File: config.mk
export PLATFORM = sky130hd
export DESIGN_NAME = aexm_enable_nport
export DESIGN_NICKNAME = d
export VERILOG_FILES = /design/src/rtl/aexm_pkg.sv /design/src/rtl/aexm_enable_nport_if.sv /design/src/rtl/aexm_enable_core.sv /design/src/rtl/aexm_sat_counter.sv /design/src/rtl/aexm_enable_nport.sv
export SDC_FILE = /design/constraint.sdc
export NUM_CORES = 1
export LEC_CHECK = 0
export BUFFER_PORTS_ARGS = -buffer_cell sky130_fd_sc_hd__buf_2
export CAP_MARGIN = 20
export CORE_AREA = 2 2 56 58
export DETAILED_ROUTE_END_ITERATION = 7
export DIE_AREA = 0 0 58 60
export GPL_ROUTABILITY_DRIVEN = 0
export PLACE_DENSITY_LB_ADDON = 0.05
export SYNTH_ARGS = -nofsm -noshare
export SYNTH_HDL_FRONTEND = slang
export SYNTH_SLANG_ARGS = --single-unit
export TNS_END_PERCENT = 50
File: constraint.sdc
create_clock -name gclk -period 1.9 [get_ports gclk]
set_input_delay 0.095 -clock gclk [delete_from_list [all_inputs] [get_ports gclk]]
set_output_delay 0.095 -clock gclk [all_outputs]
set_load 0.01 [all_outputs]
File: src/rtl/aexm_pkg.sv
// Shared definitions for the pipeline enable unit: FSM state encoding,
// default parameter values and the channel-select width helper.
package aexm_pkg;

    typedef enum logic [1:0] {
        ST_RUN      = 2'd0,
        ST_I_WAIT   = 2'd1,
        ST_MEM_REQ  = 2'd2,
        ST_MEM_WAIT = 2'd3
    } state_e;

    localparam int NCH_DEF    = 2;
    localparam int WAIT_W_DEF = 8;
    localparam int CNT_W_DEF  = 16;

    // A single channel still needs a one-bit select port.
    function automatic int sel_width(input int n);
        return (n > 1) ? $clog2(n) : 1;
    endfunction

endpackage

File: src/rtl/aexm_enable_nport_if.sv
// Bundle between the pipeline/cache side (master) and the enable unit (slave).
interface aexm_enable_nport_if
    import aexm_pkg::*;
#(
    parameter int NCH   = NCH_DEF,
    parameter int CNT_W = CNT_W_DEF
);
    localparam int SEL_W = sel_width(NCH);

    logic             icache_busy;
    logic [NCH-1:0]   dcache_busy;
    logic             dSTRLOD;
    logic             dLOD;
    logic             dSKIP;
    logic             fSTALL;
    logic [SEL_W-1:0] dCH_SEL;

    logic             cpu_enable;
    logic             icache_enable;
    logic [NCH-1:0]   dcache_enable;
    logic             cpu_mode_memop;
    logic             mem_is_load;
    logic             timeout_err;
    logic [CNT_W-1:0] stall_cnt;

    modport master (
        output icache_busy, dcache_busy, dSTRLOD, dLOD, dSKIP, fSTALL, dCH_SEL,
        input  cpu_enable, icache_enable, dcache_enable, cpu_mode_memop,
               mem_is_load, timeout_err, stall_cnt
    );

    modport slave (
        input  icache_busy, dcache_busy, dSTRLOD, dLOD, dSKIP, fSTALL, dCH_SEL,
        output cpu_enable, icache_enable, dcache_enable, cpu_mode_memop,
               mem_is_load, timeout_err, stall_cnt
    );

endinterface

File: src/rtl/aexm_enable_core.sv
// Enable FSM: stalls the pipeline for i-cache misses and sequences one
// data-cache access per load/store on the selected channel.
module aexm_enable_core
    import aexm_pkg::*;
#(
    parameter int NCH    = NCH_DEF,
    parameter int WAIT_W = WAIT_W_DEF,
    parameter int CNT_W  = CNT_W_DEF
) (
    input  logic                gclk,
    input  logic                grst,
    aexm_enable_nport_if.slave  bus
);
    localparam int SEL_W = sel_width(NCH);

    state_e           r_state;
    state_e           w_state_nxt;
    logic [SEL_W-1:0] r_ch;
    logic             r_load;
    logic             r_guard;
    logic             r_timeout;
    logic [CNT_W-1:0] r_stall_cnt;

    logic [SEL_W-1:0] w_ch_sel;
    logic [NCH-1:0]   w_ch_onehot;
    logic             w_ch_busy;
    logic             w_cpu_en;
    logic             w_ic_en;
    logic [NCH-1:0]   w_dc_en;
    logic             w_mode;
    logic             w_latch;
    logic             w_guard_set;
    logic             w_wait_clr;
    logic             w_wait_inc;
    logic             w_sat;

    // Out-of-range channel numbers fall back to channel 0.
    assign w_ch_sel    = (int'(bus.dCH_SEL) < NCH) ? bus.dCH_SEL : '0;
    assign w_ch_onehot = NCH'(1) << r_ch;
    // Only the busy line of the channel being served matters.
    assign w_ch_busy   = |(bus.dcache_busy & w_ch_onehot);

    aexm_sat_counter #(
        .WIDTH (WAIT_W)
    ) u_wait_cnt (
        .gclk  (gclk),
        .grst  (grst),
        .i_clr (w_wait_clr),
        .i_inc (w_wait_inc),
        .o_sat (w_sat)
    );

    // Next-state and enable decode; reset overrides every output.
    always_comb begin
        // NOTE: every signal gets a default first so no path leaves it
        // unassigned and no latch is inferred.
        w_state_nxt = r_state;
        w_cpu_en    = 1'b1;
        w_ic_en     = 1'b1;
        w_dc_en     = '0;
        w_mode      = 1'b0;
        w_latch     = 1'b0;
        w_guard_set = 1'b0;
        w_wait_clr  = 1'b0;
        w_wait_inc  = 1'b0;

        case (r_state)
            ST_RUN: begin
                if (bus.icache_busy) begin
                    // I-cache miss wins even if a memop is waiting in decode.
                    w_cpu_en    = 1'b0;
                    w_ic_en     = 1'b0;
                    w_wait_clr  = 1'b1;
                    w_state_nxt = ST_I_WAIT;
                end else if (bus.dSTRLOD && !bus.dSKIP && !r_guard) begin
                    w_cpu_en    = 1'b0;
                    w_ic_en     = 1'b0;
                    w_latch     = 1'b1;
                    w_state_nxt = ST_MEM_REQ;
                end else begin
                    w_ic_en = !bus.fSTALL;
                end
            end
            ST_I_WAIT: begin
                w_cpu_en   = 1'b0;
                w_ic_en    = 1'b0;
                w_wait_inc = 1'b1;
                if (!bus.icache_busy) begin
                    w_state_nxt = ST_RUN;
                end
            end
            ST_MEM_REQ: begin
                w_cpu_en    = 1'b0;
                w_ic_en     = 1'b0;
                w_dc_en     = w_ch_onehot;
                w_mode      = 1'b1;
                w_wait_clr  = 1'b1;
                w_state_nxt = ST_MEM_WAIT;
            end
            ST_MEM_WAIT: begin
                w_cpu_en   = 1'b0;
                w_ic_en    = 1'b0;
                w_mode     = 1'b1;
                w_wait_inc = 1'b1;
                if (!w_ch_busy) begin
                    // The memop is still in decode on the next cycle; the guard
                    // lets it advance instead of being started a second time.
                    w_guard_set = 1'b1;
                    w_state_nxt = ST_RUN;
                end
            end
            default: begin
                w_state_nxt = ST_RUN;
            end
        endcase

        if (grst) begin
            w_cpu_en    = 1'b1;
            w_ic_en     = 1'b1;
            w_dc_en     = '0;
            w_mode      = 1'b0;
            w_latch     = 1'b0;
            w_guard_set = 1'b0;
            w_wait_clr  = 1'b0;
            w_wait_inc  = 1'b0;
        end
    end

    // State register plus the memop latch, guard, sticky timeout and stall count.
    always_ff @(posedge gclk or posedge grst) begin
        if (grst) begin
            r_state     <= ST_RUN;
            r_ch        <= '0;
            r_load      <= 1'b0;
            r_guard     <= 1'b0;
            r_timeout   <= 1'b0;
            r_stall_cnt <= '0;
        end else begin
            r_state   <= w_state_nxt;
            r_guard   <= w_guard_set;
            r_timeout <= r_timeout | w_sat;
            if (w_latch) begin
                r_ch   <= w_ch_sel;
                r_load <= bus.dLOD;
            end
            if (!w_cpu_en) begin
                r_stall_cnt <= r_stall_cnt + CNT_W'(1);
            end
        end
    end

    assign bus.cpu_enable     = w_cpu_en;
    assign bus.icache_enable  = w_ic_en;
    assign bus.dcache_enable  = w_dc_en;
    assign bus.cpu_mode_memop = w_mode;
    assign bus.mem_is_load    = r_load;
    // Visible on the same edge the wait counter saturates, then held.
    assign bus.timeout_err    = r_timeout | w_sat;
    assign bus.stall_cnt      = r_stall_cnt;

endmodule

File: src/rtl/aexm_sat_counter.sv
// Saturating up-counter used to time how long the pipeline has been waiting.
module aexm_sat_counter #(
    parameter int WIDTH = 8
) (
    input  logic gclk,
    input  logic grst,
    input  logic i_clr,
    input  logic i_inc,
    output logic o_sat
);
    logic [WIDTH-1:0] r_count;

    assign o_sat = &r_count;

    // Clear has priority; once all-ones the count holds until cleared.
    always_ff @(posedge gclk or posedge grst) begin
        // NOTE: non-blocking assignments in clocked blocks so every register
        // samples pre-edge values regardless of process evaluation order.
        if (grst) begin
            r_count <= '0;
        end else if (i_clr) begin
            r_count <= '0;
        end else if (i_inc && !o_sat) begin
            r_count <= r_count + WIDTH'(1);
        end
    end

endmodule

File: src/rtl/aexm_enable_nport.sv
// Pipeline enable unit top: flat pipeline-facing ports, bundled internally
// onto the enable interface that feeds the control core.
module aexm_enable_nport
    import aexm_pkg::*;
#(
    parameter int NCH    = NCH_DEF,
    parameter int WAIT_W = WAIT_W_DEF,
    parameter int CNT_W  = CNT_W_DEF
) (
    input  logic                        gclk,
    input  logic                        grst,
    input  logic                        icache_busy,
    input  logic [NCH-1:0]              dcache_busy,
    input  logic                        dSTRLOD,
    input  logic                        dLOD,
    input  logic                        dSKIP,
    input  logic                        fSTALL,
    input  logic [sel_width(NCH)-1:0]   dCH_SEL,
    output logic                        cpu_enable,
    output logic                        icache_enable,
    output logic [NCH-1:0]              dcache_enable,
    output logic                        cpu_mode_memop,
    output logic                        mem_is_load,
    output logic                        timeout_err,
    output logic [CNT_W-1:0]            stall_cnt
);
    aexm_enable_nport_if #(
        .NCH   (NCH),
        .CNT_W (CNT_W)
    ) u_bus ();

    assign u_bus.icache_busy = icache_busy;
    assign u_bus.dcache_busy = dcache_busy;
    assign u_bus.dSTRLOD     = dSTRLOD;
    assign u_bus.dLOD        = dLOD;
    assign u_bus.dSKIP       = dSKIP;
    assign u_bus.fSTALL      = fSTALL;
    assign u_bus.dCH_SEL     = dCH_SEL;

    aexm_enable_core #(
        .NCH    (NCH),
        .WAIT_W (WAIT_W),
        .CNT_W  (CNT_W)
    ) u_core (
        .gclk (gclk),
        .grst (grst),
        .bus  (u_bus.slave)
    );

    assign cpu_enable     = u_bus.cpu_enable;
    assign icache_enable  = u_bus.icache_enable;
    assign dcache_enable  = u_bus.dcache_enable;
    assign cpu_mode_memop = u_bus.cpu_mode_memop;
    assign mem_is_load    = u_bus.mem_is_load;
    assign timeout_err    = u_bus.timeout_err;
    assign stall_cnt      = u_bus.stall_cnt;

endmodule

==> results of run 1 <==
[power breakdown]
group / switching [mW] / internal (mW) / leakage [nW]
clock: 0.196 / 0.166 / 0.0302
sequential: 0.158 / 0.759 / 0.398
combinational: 0.207 / 0.191 / 0.409
total: 0.561 / 1.12 / 0.837
[routing by layer]
layer,share of wire,wire (um)
met4,0.0099,26
met2,0.45,1200
met5,0,0
met3,0.057,150
met1,0.48,1260
[layout make-up]
class / count / area (um2)
Tap cell: 33 / 41.3
Clock buffer: 6 / 51.3
Multi-Input combinational cell: 97 / 678
Timing Repair Buffer: 37 / 205
Inverter: 3 / 11.3
Sequential cell: 30 / 751
Fill cell: 236 / 1160
[kinds of logic after synthesis]
kind of cell               Yosys count  share of synthesized area
and+or+nand+nor                     60                      0.228
DFF                                 30                      0.516
xor gates and xnor gates            16                     0.0963
AOI/OAI and AO/OA                   12                     0.0740
muxes                                7                     0.0507
buffers and inverters                5                     0.0181
adders and majority gates            2                     0.0172
[path summary, 6_finish.rpt]
| check | endpoint | start | depth (start not counted) | slack (ns) |
|---|---|---|---|---|
| setup / recovery | icache_enable | u_core.r_state[0] | 4 | 0.22 |
| hold / removal | u_core.r_guard | dcache_busy[0] | 4 | 0.11 |
| setup reg to reg | u_core.u_wait_cnt.r_count[7] | u_core.u_wait_cnt.r_count[0] | 5 | 0.25 |
| hold reg to reg | u_core.bus.stall_cnt[15] | u_core.bus.stall_cnt[15] | 1 | 0.46 |
| max in group asynchronous | u_core.bus.stall_cnt[3] | grst | 4 | 1.25 |
| min in group asynchronous | u_core.r_state[1] | grst | 4 | 0.42 |
[critical path: cells and delay by family, from the launching register on]
kind | cells | cell delay (ns)
AO/OA/AOI/OAI | 1 | 0.15
AND/OR/NAND/NOR | 2 | 0.46
buffers and inverters | 1 | 0.15
flip-flops | 1 | 0.50
[through the flow]
| stage | hold slack (ns) | area, um2 | power [mW] | utilization |
|---|---|---|---|---|
| global placement | 0.204 | 1660 | 1.31 | 0.571 |
| detailed placement | 0.220 | 1660 | 1.33 | 0.571 |
| finish | 0.109 | 1740 | 1.68 | 0.599 |
| global route | 0.109 | 1740 | 1.80 | 0.599 |
| floorplan | 0.200 | 1460 | 1.17 | - |
| CTS | 0.0879 | 1740 | 1.71 | 0.599 |
[flip-flops by register name (all words and copies together), names as in the netlist]
signal / flops
u_core.bus.mem_is_load: 1
u_core.r_ch: 1
u_core.r_state: 2
u_core.r_guard: 1
u_core.bus.stall_cnt: 16
u_core.u_wait_cnt.r_count: 8
u_core.r_timeout: 1
[cell usage in the layout, fill, tap and decap left out, types with 2 or more instances in the layout]
cell,count
ha_1,2
nand4_1,8
nor2_1,4
buf_4,2
or3_1,2
buf_2,32
dfrtp_1,30
nand2_1,17
o211ai_1,2
o21ai_0,2
mux2_1,3
nor3_1,2
dlygate4sd3_1,3
and3_1,2
clkbuf_4,5
inv_1,3
mux2i_1,4
nand3_1,15
xnor2_1,14
o21a_1,2
xor2_1,2
==> impl_metrics.ini, run 1 <==
[outcome]
run_status = finished clean

[worst_setup_path]
path_cells = nor3_4 -> nand2_1 -> o21ai_0 -> buf_2
cp-start-kind = flop
crit_fanout = 9
slowest_delay_ns = 0.50
crit_type = reg -> out
cp.required_ns = 1.80
critPathCaptureType = primary output
crit_arrival_ns = 1.59
critPathSlowestCell = dfrtp_1

[global_route]
grt_use_met3 = 0.0606
overflow = 0
grt_pass1_wl_mm = 4.56
grt_max_degree = 20
busiest_layer = met2
grt_pass1_vias = 1036
grt_antenna_before_repair = 0
gr-usage-met1 = 0.220
grt.total_usage = 0.174
met2_usage = 0.274

[power]
leakagePower_nw = 0.837
peakVddDrop_mv = 0.547
p_per_area_mw_per_mm2 = 965

[clocking]
clk_pin_slew_ns = 0.09
htreeDepth = 2
cts_root_buffer = clkbuf_4
post-cts-setup-buffer-count = 0
numCtsBuffers = 5
cts_tree = built
cts_buffer_depth = 2
cts_resized = 0
clk_latency_ns = 0.31
clock_sink_count = 30
hold_buffers = 3

[floorplanning]
dieWidth_um = 58
core.rowCount = 20
core_mm2 = 0.00290
fp.dieArea_mm2 = 0.00348
die_y_um = 60
ios = 33
start_util = 0.501

[sta]
tns_ns = 0
post-route-min-period_ns = 1.68
rsz0062_at_grt = no
slew_viol_final = 0
final.setup_skew_ns = 0.00320
hold_viol = 0
setup_slack_ns = 0.218
setup_viol = 0
fin_crit_sh = 0.885
timing.slew.headroom = 0.763
timing.fmax_mhz = 595
tightest_slew_ns = 0.354

[logic_synthesis]
ys.flop_type = dfrtp_1
yosys.area.top_type = dfrtp_1
synth_edf_count = 0
synth_top_area_share = 0.516
yosys_register_bits = 30
async_reset_ff_frac = 1.00
synth_cell_type_count = 35
syn_area_mm2 = 0.00146
yosys_warnings = 0
synth_area_leaders = dfrtp_1 52%, xnor2_1 8.4%, nand3_1 5.2%, nand2_1 4.4%, nand4_1 3.4%
synth_fp_nets = 144
synth.yosys.seq_area_share = 0.516
syn_inst = 132
synthTopCellsByCount = 30 x dfrtp_1, 17 x nand2_1, 15 x nand3_1
synth.most_common_cell = dfrtp_1
syn_area_per_cell_um2 = 11.0

[place]
placedCellCount = 197
place_hpwl_mm = 1.99
portBuffers = 32
post-place-ws_ns = 0.272

[layout]
area_delta_synth_final_pct = 19.4
fin_cells = 206
diodes = 0
drive_above_1_share = 0.272
layout.nets = 186

[route]
initialDrtViolationCount = 11
drt-total-wl_mm = 2.63
post-route-drc-count = 0
ant_nets = 0
wl_per_cell_um = 12.8
drt_first_pass_iters = 5
vias_per_cell = 5.36
vias = 1105

[hold_path]
hold_path_class = in -> reg

[job]
drv_cap = 0
(Power assumes the default switching activity.)
==> inputs of run 2 (changes only) <==
- RECOVER_POWER: not set -> 25
==> run 2 against run 1 <==
  * Clock-buffer cell count unchanged
  * Critical path type unchanged
  * Via count decreased by 0.63%
  * Final area decreased by 0.22%
  * First-iteration DRC count unchanged
  * Critical path depth unchanged
  * Total power decreased by 0.16%
  * Routed wire length decreased by 0.11%
  * Sequential power about the same
  * Global-route usage unchanged
  * Register-to-register slack about the same
  * Fmax increased by 0.16%
  * Flip-flop and latch count unchanged
==> impl_metrics.ini, run 2 (synthesized netlist as in run 1, its figures left out) <==
[sta]
timing.slew.headroom = 0.336
post-route-min-period_ns = 1.68
setup_viol = 0
timing.fmax_mhz = 596
tightest_slew_ns = 0.995
final.setup_skew_ns = 0.00357
rsz0062_at_grt = no
tns_ns = 0
slew_viol_final = 0
hold_viol = 0
hold_ws_ns = 0.112
fin_crit_sh = 0.884
setup_slack_ns = 0.221

[place]
place_hpwl_mm = 1.99
portBuffers = 32
post-place-ws_ns = 0.272

[worst_setup_path]
reg2reg_depth = 5
critPathBufInv = 1
path_cells = nor3_4 -> nand2_1 -> o21ai_0 -> buf_2
cp-start-kind = flop
crit_type = reg -> out
crit_arrival_ns = 1.58
cp.required_ns = 1.80
path_delay_family = flip-flops
critPathCaptureType = primary output
timing.rr.start = u_core.u_wait_cnt.r_count[0]
r2r_slack_ns = 0.25
slowest_delay_ns = 0.50
critPathSlowestCell = dfrtp_1
timing.rr.end = u_core.u_wait_cnt.r_count[7]
crit_fanout = 9

[clocking]
cts_buffer_depth = 2
clock_sink_count = 30
numCtsBuffers = 5
cts_root_buffer = clkbuf_4
clk_latency_ns = 0.31
htreeDepth = 2
hold_buffers = 3
clk_pin_slew_ns = 0.09
cts_resized = 0
cts_tree = built
post-cts-setup-buffer-count = 0

[route]
wl_per_cell_um = 12.8
ant_nets = 0
vias = 1098
vias_per_cell = 5.33
drt_first_pass_iters = 6
post-route-drc-count = 0
drt-total-wl_mm = 2.63
initialDrtViolationCount = 11

[global_route]
grt_max_degree = 20
grt.total_usage = 0.174
grt_pass1_vias = 1036
grt_antenna_before_repair = 0
grt_pass1_wl_mm = 4.56
overflow = 0

[floorplanning]
dieWidth_um = 58
core_mm2 = 0.00290
die_y_um = 60
core.rowCount = 20
start_util = 0.501
fp.dieArea_mm2 = 0.00348
ios = 33

[layout]
final_common_cell = buf_2
layout.nets = 186
fillers = 238
diodes = 0
largest_reg_flops = 16
mostFrequentLayoutCells = 32 x buf_2, 30 x dfrtp_1, 17 x nand2_1
drive_above_1_share = 0.266
area_delta_synth_final_pct = 19.2

[power]
power_mw = 1.68
p_per_area_mw_per_mm2 = 966
leakagePower_nw = 0.834
peakVddDrop_mv = 0.546

[hold_path]
holdPathEnd = u_core.r_guard
hold_path_class = in -> reg
min_from = dcache_busy[0]
min_path_cells = 4

[job]
drv_cap = 0

[outcome]
run_status = finished clean
-- run 2: layout make-up --
class | count | area, um2 | share of cell area
Tap cell | 33 | 41.3 | 0.0238
Timing Repair Buffer | 37 | 201 | 0.116
Sequential cell | 30 | 751 | 0.433
Inverter | 3 | 11.3 | 0.00649
Multi-Input combinational cell | 97 | 678 | 0.391
Clock buffer | 6 | 51.3 | 0.0296
-- run 2: worst reg2reg max path, stage by stage, from the launching register on --
cell and delay [ns]:
dfrtp_1 0.43, ha_1 0.26, nand4_1 0.19, o21ai_2 0.15, or4_1 0.48, nand3_1 0.09
-- run 2: power breakdown --
group	internal [mW]	switching [mW]
registers	0.759	0.158
logic	0.190	0.207
clock network	0.167	0.195
-- run 2: how the worst max path moves through the flow --
| stage | from | endpoint | slack [ns] | cells after the start |
|---|---|---|---|---|
| after global routing | u_core.r_state[0] | icache_enable | 0.05 | 4 |
| final | u_core.r_state[0] | icache_enable | 0.22 | 4 |
| after floorplan | u_core.u_wait_cnt.r_count[0] | u_core.u_wait_cnt.r_count[7] | 0.39 | 5 |
| after detailed placement | u_core.u_wait_cnt.r_count[0] | u_core.u_wait_cnt.r_count[7] | 0.27 | 5 |
| after CTS | u_core.r_state[0] | icache_enable | 0.19 | 4 |
| after global placement | u_core.u_wait_cnt.r_count[0] | u_core.u_wait_cnt.r_count[7] | 0.34 | 5 |
-- run 2: per-layer routing --
layer,up-vias,track usage,part of all wire
met5,-,0,0
li1,551,-,-
met3,4,0.0606,0.053
met1,512,0.220,0.48
met4,0,0.0698,0.0072
met2,31,0.274,0.46
-- run 2: stage by stage --
| stage | utilization | instance area, um2 | std cells |
|---|---|---|---|
| 2_1_floorplan | - | 1460 | 132 |
| 3_3_place_gp | 0.571 | 1660 | 197 |
| 3_5_place_dp | 0.571 | 1660 | 197 |
| 4_1_cts | 0.599 | 1740 | 206 |
| 5_1_grt | 0.597 | 1730 | 206 |
| 6_report | 0.597 | 1730 | 206 |
==> inputs of run 3 (changes only) <==
- CORE_AREA: 2 2 56 58 -> 2 2 57 59
- DIE_AREA: 0 0 58 60 -> 0 0 59 61
- SYNTH_HIERARCHICAL: not set -> 1
==> run 3 against run 2 <==
  * Global-route usage grew 1.1 points
  * Critical path type unchanged
  * Combinational power grew 10%
  * Worst hold slack gained 0.0047 ns
==> impl_metrics.ini, run 3 <==
[worst_setup_path]
r2r_slack_ns = 0.32
reg2reg_depth = 5
timing.rr.start = u_core/r_state[0]
path_cells = or3_4 -> o21a_4 -> inv_1 -> buf_2
timing.rr.end = u_core/u_wait_cnt/r_count[3]
slowest_delay_ns = 0.44
cp-start-kind = flop
crit_start = u_core/r_state[1]
cp.required_ns = 1.80
crit_arrival_ns = 1.67
crit_type = reg -> out
crit_fanout = 7
cp-endpoint = cpu_enable
critPathSlowestCell = dfrtp_1
critPathCaptureType = primary output

[floorplanning]
core.rowCount = 20
die_y_um = 61
fp.dieArea_mm2 = 0.00360
dieWidth_um = 59
ios = 33
core_mm2 = 0.00295
start_util = 0.509

[layout]
fin_cells = 216
final_cell_area_mm2 = 0.00182
area_delta_synth_final_pct = 21.1
diodes = 0
drive_above_1_share = 0.306
mostFrequentLayoutCells = 32 x buf_2, 30 x dfrtp_1, 11 x nor2_1
final_common_cell = buf_2
layout.nets = 194
largest_reg_flops = 16

[sta]
final.setup_skew_ns = 0.00931
tightest_slew_ns = 0.643
hold_viol = 0
post-route-min-period_ns = 1.76
slew_viol_final = 0
timing.fmax_mhz = 568
setup_viol = 0
rsz0062_at_grt = no
fin_crit_sh = 0.926
timing.slew.headroom = 0.571
tns_ns = 0

[route]
ant_nets = 0
initialDrtViolationCount = 67
drt-total-wl_mm = 2.85
vias = 1189
post-route-drc-count = 0
wl_per_cell_um = 13.2
vias_per_cell = 5.50
drt_first_pass_iters = 4

[clocking]
clock_sink_count = 30
cts_buffer_depth = 2
cts_tree = built
htreeDepth = 2
numCtsBuffers = 5
clk_pin_slew_ns = 0.09
clk_latency_ns = 0.33
cts_root_buffer = clkbuf_4

[logic_synthesis]
syn_area_per_cell_um2 = 11.0
async_reset_ff_frac = 1.00
synth_edf_count = 0
yosys.area.top_type = dfrtp_1
syn_area_mm2 = 0.00150
synth_area_leaders = dfrtp_1 50%, xnor2_1 5.2%, xor2_1 3.5%, nor2_1 2.7%, nand4_1 2.5%
ys.flop_type = dfrtp_1
synth_fp_nets = 149
synthTopCellsByCount = 30 x dfrtp_1, 11 x nor2_1, 9 x xnor2_1
synth.most_common_cell = dfrtp_1
synth.yosys.seq_area_share = 0.500
synth_cell_type_count = 33
yosys_register_bits = 30
synth_top_area_share = 0.500
syn_inst = 137
yosys_warnings = 6

[global_route]
grt.total_usage = 0.185
busiest_layer = met2
met2_usage = 0.316
grt_antenna_before_repair = 0
grt_pass1_vias = 1157
grt_max_degree = 13
gr-usage-met1 = 0.208
grt_pass1_wl_mm = 4.86
grt_use_met3 = 0.0704
overflow = 0

[hold_path]
hold_path_class = in -> reg

[place]
place_hpwl_mm = 2.16
portBuffers = 32
placedCellCount = 205
dpl-instance-area_mm2 = 0.00173

[power]
p_per_area_mw_per_mm2 = 949
leakagePower_nw = 0.920
peakVddDrop_mv = 0.697

[job]
drv_cap = 0

[outcome]
run_status = finished clean
[run 3: changes by cell type in the layout (fill, tap and decap cells not counted), moves of 5 or more]
| cell | previous run | this run |
|---|---|---|
| nor2_1 | 4 | 11 |
| nand3_1 | 15 | 5 |
| a21oi_1 | 0 | 7 |
| xnor2_1 | 14 | 9 |
| nor3_1 | 2 | 7 |
| inv_1 | 3 | 8 |
| nand2_1 | 17 | 8 |
[run 3: area by class of cell]
type | count | area, um2
clock buffers | 7 | 55.1
clock inverters | 1 | 5.00
fillers | 266 | 1130
inverters | 8 | 30.0
multi-input cells | 98 | 721
flip-flops and latches | 30 | 751
well taps | 33 | 41.3
repair buffers | 39 | 216
[run 3: worst min path at each step]
stage | startpoint | to | slack [ns] | cells past startpoint
finish | dcache_busy[0] | u_core/r_state[1] | 0.12 | 3
global route | dcache_busy[0] | u_core/r_state[1] | 0.14 | 3
global placement | grst | u_core/u_wait_cnt/r_count[3] | 0.11 | 2
floorplan | grst | u_core/u_wait_cnt/r_count[0] | -0.09 | 1
detailed placement | grst | u_core/u_wait_cnt/r_count[0] | 0.12 | 2
CTS | dcache_busy[0] | u_core/r_state[1] | 0.09 | 3
[run 3: cell families after synthesis]
kind of cell | share of synthesized area
XOR/XNOR | 0.0874
adder cells (fa/ha/maj) | 0.0167
AO/OA/AOI/OAI | 0.107
flip-flops | 0.500
AND/OR/NAND/NOR | 0.218
multiplexers | 0.0483
buffers and inverters | 0.0225
[run 3: through the flow]
step                      setup slack, ns  total power [mW]   util  hold slack (ns)
final                               0.140              1.73  0.616            0.116
after global routing               0.0549              1.84  0.616            0.141
after CTS                          0.0869              1.74  0.617           0.0932
after detailed placement            0.372              1.35  0.586            0.117
after global placement              0.431              1.32  0.586            0.112
after floorplan                     0.342              1.18      -          -0.0893
[run 3: per-layer routing]
metal / routed length [um] / vias to the layer above
met5: 0 / -
met4: 45 / 0
met3: 118 / 5
met2: 1480 / 25
met1: 1210 / 577
li1: - / 582
[run 3: timing repair]
| action | 4_1_cts | 5_1_grt |
|---|---|---|
| hold buffers | 3 | 0 |
| resized for setup | 0 | 1 |
| setup buffers | 0 | 0 |
| hold endpoints to repair | 15 | 0 |
| setup endpoints to repair | 0 | 1 |
[run 3: power by group]
part	switching, mW	total (mW)	internal (mW)	leakage [nW]
Combinational	0.215	0.437	0.222	0.491
Clock	0.212	0.391	0.179	0.0353
Sequential	0.143	0.898	0.755	0.394
[run 3: critical path: cells and delay by family, from the launching register on]
family / cells / cell delay, ns
flops: 1 / 0.44
compound gates: 1 / 0.24
simple gates: 1 / 0.43
buf+inv: 2 / 0.24
